### src/rtl/paralelo_a_serial_tx_if.sv
// ---------------------------------------------------------------------------
// paralelo_a_serial_tx_if
// Word-input handshake bundle for the TX serializer.
//   in_data  : parallel word offered by the producer
//   in_valid : producer has a word on in_data
//   in_ready : serializer takes the word this cycle when in_valid=1
// Modports:
//   master : producer side (drives in_data/in_valid, observes in_ready)
//   slave  : serializer side (observes in_data/in_valid, drives in_ready)
// ---------------------------------------------------------------------------
interface paralelo_a_serial_tx_if #(
  parameter int unsigned WIDTH = 8
);
  logic [WIDTH-1:0] in_data;
  logic             in_valid;
  logic             in_ready;

  modport master (
    output in_data,
    output in_valid,
    input  in_ready
  );

  modport slave (
    input  in_data,
    input  in_valid,
    output in_ready
  );
endinterface

### src/rtl/paralelo_a_serial_tx.sv
// ---------------------------------------------------------------------------
// paralelo_a_serial_tx
// TX-side word serializer. Runs entirely on the bit clock and shifts WIDTH-bit
// words out MSB first, one bit per cycle. An internal bit counter marks word
// boundaries, so no derived word clock is needed. After reset SYNC_WORDS
// copies of IDLE_WORD are sent; afterwards one data word can be taken per
// word slot, with IDLE_WORD filling any slot that has no word offered.
// Ports:
//   CLK32      : bit clock, all logic on posedge
//   RESET      : synchronous, active-high reset
//   bus        : word handshake (slave side: in_data, in_valid, in_ready)
//   serial_out : serial bit, MSB first
//   word_start : high while serial_out carries bit WIDTH-1 of a word
//   active     : word being shifted out is data (1) or IDLE_WORD (0)
//   synced     : the post-reset idle/sync phase has finished
// ---------------------------------------------------------------------------
module paralelo_a_serial_tx #(
  parameter int unsigned      WIDTH      = 8,
  parameter logic [WIDTH-1:0] IDLE_WORD  = 8'hBC,
  parameter int unsigned      SYNC_WORDS = 4
) (
  input  logic                  CLK32,
  input  logic                  RESET,
  paralelo_a_serial_tx_if.slave bus,
  output logic                  serial_out,
  output logic                  word_start,
  output logic                  active,
  output logic                  synced
);

  localparam int CW = (WIDTH > 1) ? $clog2(WIDTH) : 1;
  localparam int SW = (SYNC_WORDS > 1) ? $clog2(SYNC_WORDS) : 1;

  localparam logic [CW-1:0] CNT_LAST  = CW'(WIDTH - 1);
  localparam logic [SW-1:0] SYNC_INIT = SW'(SYNC_WORDS - 1);

  typedef enum logic {
    ST_SYNC = 1'b0,
    ST_RUN  = 1'b1
  } state_t;

  // With a single sync word the first boundary is already a data slot.
  localparam state_t STATE_INIT = (SYNC_WORDS == 1) ? ST_RUN : ST_SYNC;

  state_t           state_q, state_d;
  logic [WIDTH-1:0] shreg_q, shreg_d;
  logic [CW-1:0]    cnt_q, cnt_d;
  logic [SW-1:0]    sync_left_q, sync_left_d;
  logic             active_q, active_d;
  logic             ready;
  logic             boundary;

  // Last bit of the current word: the next word is loaded on this edge.
  assign boundary = (cnt_q == CNT_LAST);

  always_ff @(posedge CLK32) begin
    if (RESET) begin
      state_q     <= STATE_INIT;
      shreg_q     <= IDLE_WORD;
      cnt_q       <= '0;
      sync_left_q <= SYNC_INIT;
      active_q    <= 1'b0;
    end else begin
      state_q     <= state_d;
      shreg_q     <= shreg_d;
      cnt_q       <= cnt_d;
      sync_left_q <= sync_left_d;
      active_q    <= active_d;
    end
  end

  always_comb begin
    state_d     = state_q;
    shreg_d     = shreg_q << 1;
    cnt_d       = boundary ? '0 : cnt_q + CW'(1);
    sync_left_d = sync_left_q;
    active_d    = active_q;
    ready       = 1'b0;

    if (boundary) begin
      case (state_q)
        ST_SYNC: begin
          shreg_d     = IDLE_WORD;
          active_d    = 1'b0;
          sync_left_d = sync_left_q - SW'(1);
          if (sync_left_q == SW'(1)) begin
            state_d = ST_RUN;
          end
        end
        ST_RUN: begin
          // Ready is independent of in_valid; a reset cycle never accepts.
          ready = ~RESET;
          if (bus.in_valid) begin
            shreg_d  = bus.in_data;
            active_d = 1'b1;
          end else begin
            shreg_d  = IDLE_WORD;
            active_d = 1'b0;
          end
        end
        default: begin
          state_d = STATE_INIT;
        end
      endcase
    end
  end

  assign bus.in_ready = ready;
  assign serial_out   = shreg_q[WIDTH-1];
  assign word_start   = (cnt_q == '0);
  assign active       = active_q;
  assign synced       = (sync_left_q == '0);

endmodule

### src/flat_wrapper.sv
// flat-port wrapper written by rule: the top's interface ports become plain ports
module paralelo_a_serial_tx_flat 
#(
  parameter int unsigned      WIDTH      = 8,
  parameter logic [WIDTH-1:0] IDLE_WORD  = 8'hBC,
  parameter int unsigned      SYNC_WORDS = 4
)
  (CLK32, RESET, serial_out, word_start, active, synced, bus_in_data, bus_in_valid, bus_in_ready);
  paralelo_a_serial_tx_if #(.WIDTH(WIDTH)) bus_i ();
  input  logic CLK32;
  input  logic RESET;
  output logic serial_out;
  output logic word_start;
  output logic active;
  output logic synced;
  input wire logic [$bits(bus_i.in_data)-1:0] bus_in_data;
  input wire logic [$bits(bus_i.in_valid)-1:0] bus_in_valid;
  output wire logic [$bits(bus_i.in_ready)-1:0] bus_in_ready;
  assign bus_i.in_data = bus_in_data;
  assign bus_i.in_valid = bus_in_valid;
  assign bus_in_ready = bus_i.in_ready;
  paralelo_a_serial_tx #(.WIDTH(WIDTH), .IDLE_WORD(IDLE_WORD), .SYNC_WORDS(SYNC_WORDS)) u_core (.CLK32(CLK32), .RESET(RESET), .bus(bus_i), .serial_out(serial_out), .word_start(word_start), .active(active), .synced(synced));
endmodule
### config.mk
export PLATFORM = sky130hd
export DESIGN_NAME = paralelo_a_serial_tx_flat
export DESIGN_NICKNAME = d
export VERILOG_FILES = /design/src/rtl/paralelo_a_serial_tx_if.sv /design/src/rtl/paralelo_a_serial_tx.sv /design/src/flat_wrapper.sv
export SDC_FILE = /design/constraint.sdc
export NUM_CORES = 1
export LEC_CHECK = 0
export BUFFER_PORTS_ARGS = -buffer_cell sky130_fd_sc_hd__buf_2
export CELL_PAD_IN_SITES_DETAIL_PLACEMENT = 1
export CELL_PAD_IN_SITES_GLOBAL_PLACEMENT = 2
export CORE_UTILIZATION = 29
export CTS_CLUSTER_SIZE = 14
export DETAILED_ROUTE_END_ITERATION = 12
export GPL_ROUTABILITY_DRIVEN = 0
export PLACE_DENSITY = 0.73
export SLEW_MARGIN = 10
export SYNTH_ARGS = -nofsm -noshare
export SYNTH_HDL_FRONTEND = slang
export SYNTH_SLANG_ARGS = --single-unit
### constraint.sdc
create_clock -name CLK32 -period 1.5 [get_ports CLK32]
set_input_delay 0.225 -clock CLK32 [delete_from_list [all_inputs] [get_ports CLK32]]
set_output_delay 0.225 -clock CLK32 [all_outputs]
set_load 0.02 [all_outputs]
# [After elaboration in Yosys (flattened, before gate mapping)]
# Cells that the tools add are included.
[word_totals] memories=0 latchBits=0 register_bits=15 mem_bits_ro=0 ram_bits=0
[classes] n_eq_ne=2 n_mux=9 shifts=0 n_div=0 n_reduce_logical=5 multipliers=0 add_sub_neg=2 n_lt_le_gt_ge=0 bitwise=3
[op_table] operator="8-bit two-way mux" count=2
[op_table] operator="8-bit case mux with 2 select lines" count=1
[op_table] operator="1-bit two-way mux" count=5
[op_table] operator="2-bit OR reduction" count=2
[op_table] operator="3-bit by 1-bit adder with 3-bit output (second input constant)" count=1
[op_table] operator="3-bit equality test (second input constant)" count=1
[op_table] operator="3-bit zero test" count=1
[op_table] operator="1-bit inverter" count=3
[op_table] operator="2-bit by 1-bit equality test with 1-bit output (second input constant)" count=1
[op_table] operator="2-bit zero test" count=1
[op_table] operator="1-bit case mux with 2 select lines" count=1
[op_table] operator="2-bit AND reduction" count=1
[op_table] operator="2-bit by 1-bit subtractor with 2-bit output (second input constant)" count=1

# [Longest topological paths before layout]
[depth] ltp_word=3 depth_mapped=5

# [Least setup slack after synthesis]
# No wires, ideal clock.
[synth_timing] path_kind="reg2reg" from="reg u_core.cnt_q[0]" to="reg u_core.sync_left_q[1]" stages_incl_launch_ff=6 required_ps=1380 path_slack_ps=223 path_buffers=0 t_arrival_ps=1157 path_cell_list="dfxtp_1 ha_1 ha_1 nand2b_2 nor2_2 a211o_1"
[synth_between] elab_chain_cells=2
[synth_rtl] item="start: declaration" line="paralelo_a_serial_tx.sv:47" text="logic [CW-1:0] cnt_q, cnt_d;"
[synth_rtl] item="start signal: assignment" line="paralelo_a_serial_tx.sv:66" text="cnt_q <= cnt_d;"
[synth_rtl] item="3-bit equality test" line="paralelo_a_serial_tx.sv:54" text="assign boundary = (cnt_q == CNT_LAST);"
[synth_rtl] item="2-bit AND reduction (no line)"
[synth_rtl] item="end signal: assignment" line="paralelo_a_serial_tx.sv:67" text="sync_left_q <= sync_left_d;"
[synth_rtl] item="end: declaration" line="paralelo_a_serial_tx.sv:48" text="logic [SW-1:0] sync_left_q, sync_left_d;"
# No other way between the ends.
# A chain may end at the register's enable or synchronous reset.

# [Worst setup path after layout]
[layout_timing] from="reg u_core.cnt_q[1]" to="out bus_in_ready"
[layout_between] elab_chain_cells=2
[layout_rtl] item="3-bit equality test" line="paralelo_a_serial_tx.sv:54"
[layout_rtl] item="1-bit two-way mux" line="paralelo_a_serial_tx.sv:80" text="if (boundary) begin"
[layout_rtl] item="end: declaration" line="flat_wrapper.sv:18" text="output wire logic [$bits(bus_i.in_ready)-1:0] bus_in_ready;"
# No other way between the ends.

==> summary.md <==
| Metric | Value |
|---|---|
| FILL cells | 249 |
| Die height | 49.1 microns |
| Initial drt markers | 1 |
| Clk_skew | 0.00201 ns |
| Remaining DRCs | 0 |
| Crit path max fanout | 2 |
| H-Tree Depth | 1 |
| Total Neg Setup Slack | 0 ns |
| Clock buffer depth | 2 |
| Total Routing Usage GR | 12.3% |
| Share of the yosys chip area belonging to registers | 46.6% |
| Startpoint types | flop |
| Max IR drop VDD | 623 uV |
| Period utilisation layout | 96.1% |
| Worst EP required | 1.27 ns |
| Min-delay src | bus_in_data[0] |
| Cell taking the most area after synthesis | dfxtp_1 |
| # port buffers | 15 |
| Synth Cell Area | 644 sq um |
| Drt wl/cell | 11.2 microns |
| Area Growth Syn to Fin | 28.3% |
| Routed Antenna Nets | 0 |
| Via density | 4.44 |
| Grt total ovfl | 0 |
| Final Critical Period | 1.44 ns |
| Horiz. Die Dim | 49.1 microns |
| Layout Nets | 106 |
| Synth unique cells | 19 |
| Placed cells | 109 |
| Syn avg cell area | 9.62 sq um |
| Top cell type's share of synthesized area | 46.6% |
| DP Worst Slack | 0.153 ns |
| Final WS setup | 0.0579 ns |
| CP Data Arrival Time | 1.22 ns |
| Synth Net Count | 84 |
| Count leader, synth | dfxtp_1 |
| Leakage | 0.000371 uW |
| R2r setup slk | 0.22 ns |
| Reg area | 303 sq um |
| Initial antenna violation count | 0 |
| Multi-input logic area | 342 sq um |
| Synth Register Bits | 15 |
| Outcome | finished clean |
| Final Slew Violations | 0 |
| Vias in the first global route | 492 |
| Unrepaired setup endpoints after global routing | true |
| Core area | 2020 sq um |
| Max Clk Rate | 693 MHz |
| EDFF count, synth | 0 |
| Critical path endpoint category | output port |
| Worst slew pin tran | 0.280 ns |
| RR Endpoint | u_core.shreg_q[2]$_SDFF_PP1_ |
| Num CTS Buffers | 3 |
| Hold Vio Cnt, Final | 0 |
| Slew margin rel. | 81.4% |
| CTS tree | yes |
| Clk Latency, worst-skew pair | 0.27 ns |
| R2r worst-path depth | 5 |
| Initial Util | 31.9% |
| First-pass GRT wire length | 2.21 mm |
| Synth async-reset ratio | 0% |
| Pre-Repair DR Iteration Count | 3 |
| Slowest cell on the critical path | dfxtp_2 |
| MaxCap Viol Count | 0 |
| Die ar. | 2410 sq um |
| Worst Hold End | u_core.shreg_q[0]$_SDFF_PP0_ |
| Most frequent CP cell | ha_4 |
| Synth area leaders | dfxtp_1, ha_1, nor3b_1, o21bai_1, nor2_1 |
| Hold crit path type | primary input to flop |
| Crit path kind | flop to output port |
| PD cells | 860 nW/um^2 |
| Dpl hpwl | 899 microns |
| Routed wire length | 1.29 mm |
| CTS root buf | clkbuf_4 |
| N_diodes | 0 |
| # hold bufs at CTS | 0 |
| Cell Rows | 16 |
| Cells after Synth | 67 |
| Synth warnings | 0 |
| Critical Path Max Stage Delay | 0.36 ns |
| Top Ports | 16 |
| Largest net degree at the start of global routing | 17 |
| Top cells by count, synth | dfxtp_1, nor2_1, nor3b_1 |
| Clk slew on worst S/H paths | 0.08 ns |
| Final setup violation count | 0 |
| WHS Path Cells | 3 |
| Clk sinks | 15 |
| Prevailing post-synth register cell | dfxtp_1 |
| Fraction of layout cells with a size suffix above 1 | 33.0% |
| Layout Cells excl Fill | 115 |
| Crit path cell chain | ha_4 > ha_4 > nand2_2 > nor2_1 > buf_4 |
| Via Count | 511 |
| R2R Path Start | u_core.cnt_q[1]$_SDFF_PP0_ |
[through the flow]
stage | total power, uW | hold WS [ns] | cell area [sq um] | utilization, %
after CTS | 720 | 0.161 | 796 | 39.4
after global routing | 758 | 0.181 | 827 | 40.9
after floorplan | 465 | 0.302 | 644 | -
after global placement | 492 | 0.442 | 753 | 37.3
final | 711 | 0.171 | 827 | 40.9
after detailed placement | 493 | 0.449 | 753 | 37.3
[metal layers]
layer,share of wire [%],GRT usage [%]
met1,48,15.0
met2,44,19.4
met3,4.8,5.61
met4,2.6,2.94
met5,0,0
[cell type report]
| class | count | share of cell area (%) |
|---|---|---|
| multi-input combinational | 46 | 41.3 |
| sequential | 15 | 36.6 |
| timing repair buffer | 19 | 13.0 |
| tap | 27 | 4.08 |
| clock buffer | 4 | 3.18 |
| inverter | 4 | 1.82 |
[layout by cell type, fill, tap and decap left out, drive strengths merged]
cell type,synthesis,layout
clkbuf,1,4
nor2,8,8
buf,1,19
ha,6,6
a21oi,4,4
inv,4,4
nand4,2,2
nand2b,5,5
nand3,1,1
nor2b,1,1
nand2,3,3
nor3,2,2
dfxtp,15,15
a211o,1,1
o21bai,5,5
nor3b,7,7
xnor2,1,1
[sequential cells by signal, indices dropped and copies added (netlist names)]
signal and count:
u_core.active 1, u_core.cnt_q 3, u_core.shreg_q 8, u_core.state_q 1
u_core.sync_left_q 2
[report_power, final]
part | leakage [uW] | internal, uW | switching [uW]
clock | 0.0000150 | 103 | 119
combinational | 0.000233 | 32.2 | 32.9
sequential | 0.000124 | 415 | 9.78
[timing repair]
item | CTS | global route
buffers inserted | 1 | 1
endpoints found under the setup margin | 1 | 1
gates resized for setup | 4 | 4
pin swaps | 0 | 2
[worst max path at each step]
stage	start	to	slack, ns	cells after the start
3_3_place_gp	u_core.cnt_q[0]$_SDFF_PP0_	u_core.shreg_q[5]$_SDFF_PP1_	0.22	5
5_1_grt	u_core.cnt_q[1]$_SDFF_PP0_	bus_in_ready	-0.02	5
3_5_place_dp	u_core.cnt_q[0]$_SDFF_PP0_	u_core.shreg_q[2]$_SDFF_PP1_	0.15	5
4_1_cts	u_core.cnt_q[0]$_SDFF_PP0_	bus_in_ready	0.003	5
2_1_floorplan	u_core.cnt_q[0]$_SDFF_PP0_	u_core.sync_left_q[1]$_SDFFE_PP1P_	0.22	5
6_report	u_core.cnt_q[1]$_SDFF_PP0_	bus_in_ready	0.06	5
[kinds of logic (layout without fill, tap and decap cells)]
logic type / count (synthesis) / in the layout / synth area share, %
AOI/OAI and AO/OA: 10 / 10 / 10.3
buffers and inverters: 6 / 27 / 4.66
and+or+nand+nor: 29 / 29 / 25.4
DFF: 15 / 15 / 46.6
adders and majority gates: 6 / 6 / 11.7
xor gates and xnor gates: 1 / 1 / 1.36
[critical path: cells and delay by family, from the launching register on]
family | cells | cell delay [ns]
flops | 1 | 0.36
fa+ha+maj | 2 | 0.28
simple gates | 2 | 0.17
buf+inv | 1 | 0.15
No activity file was read; power rests on OpenSTA's default activity.
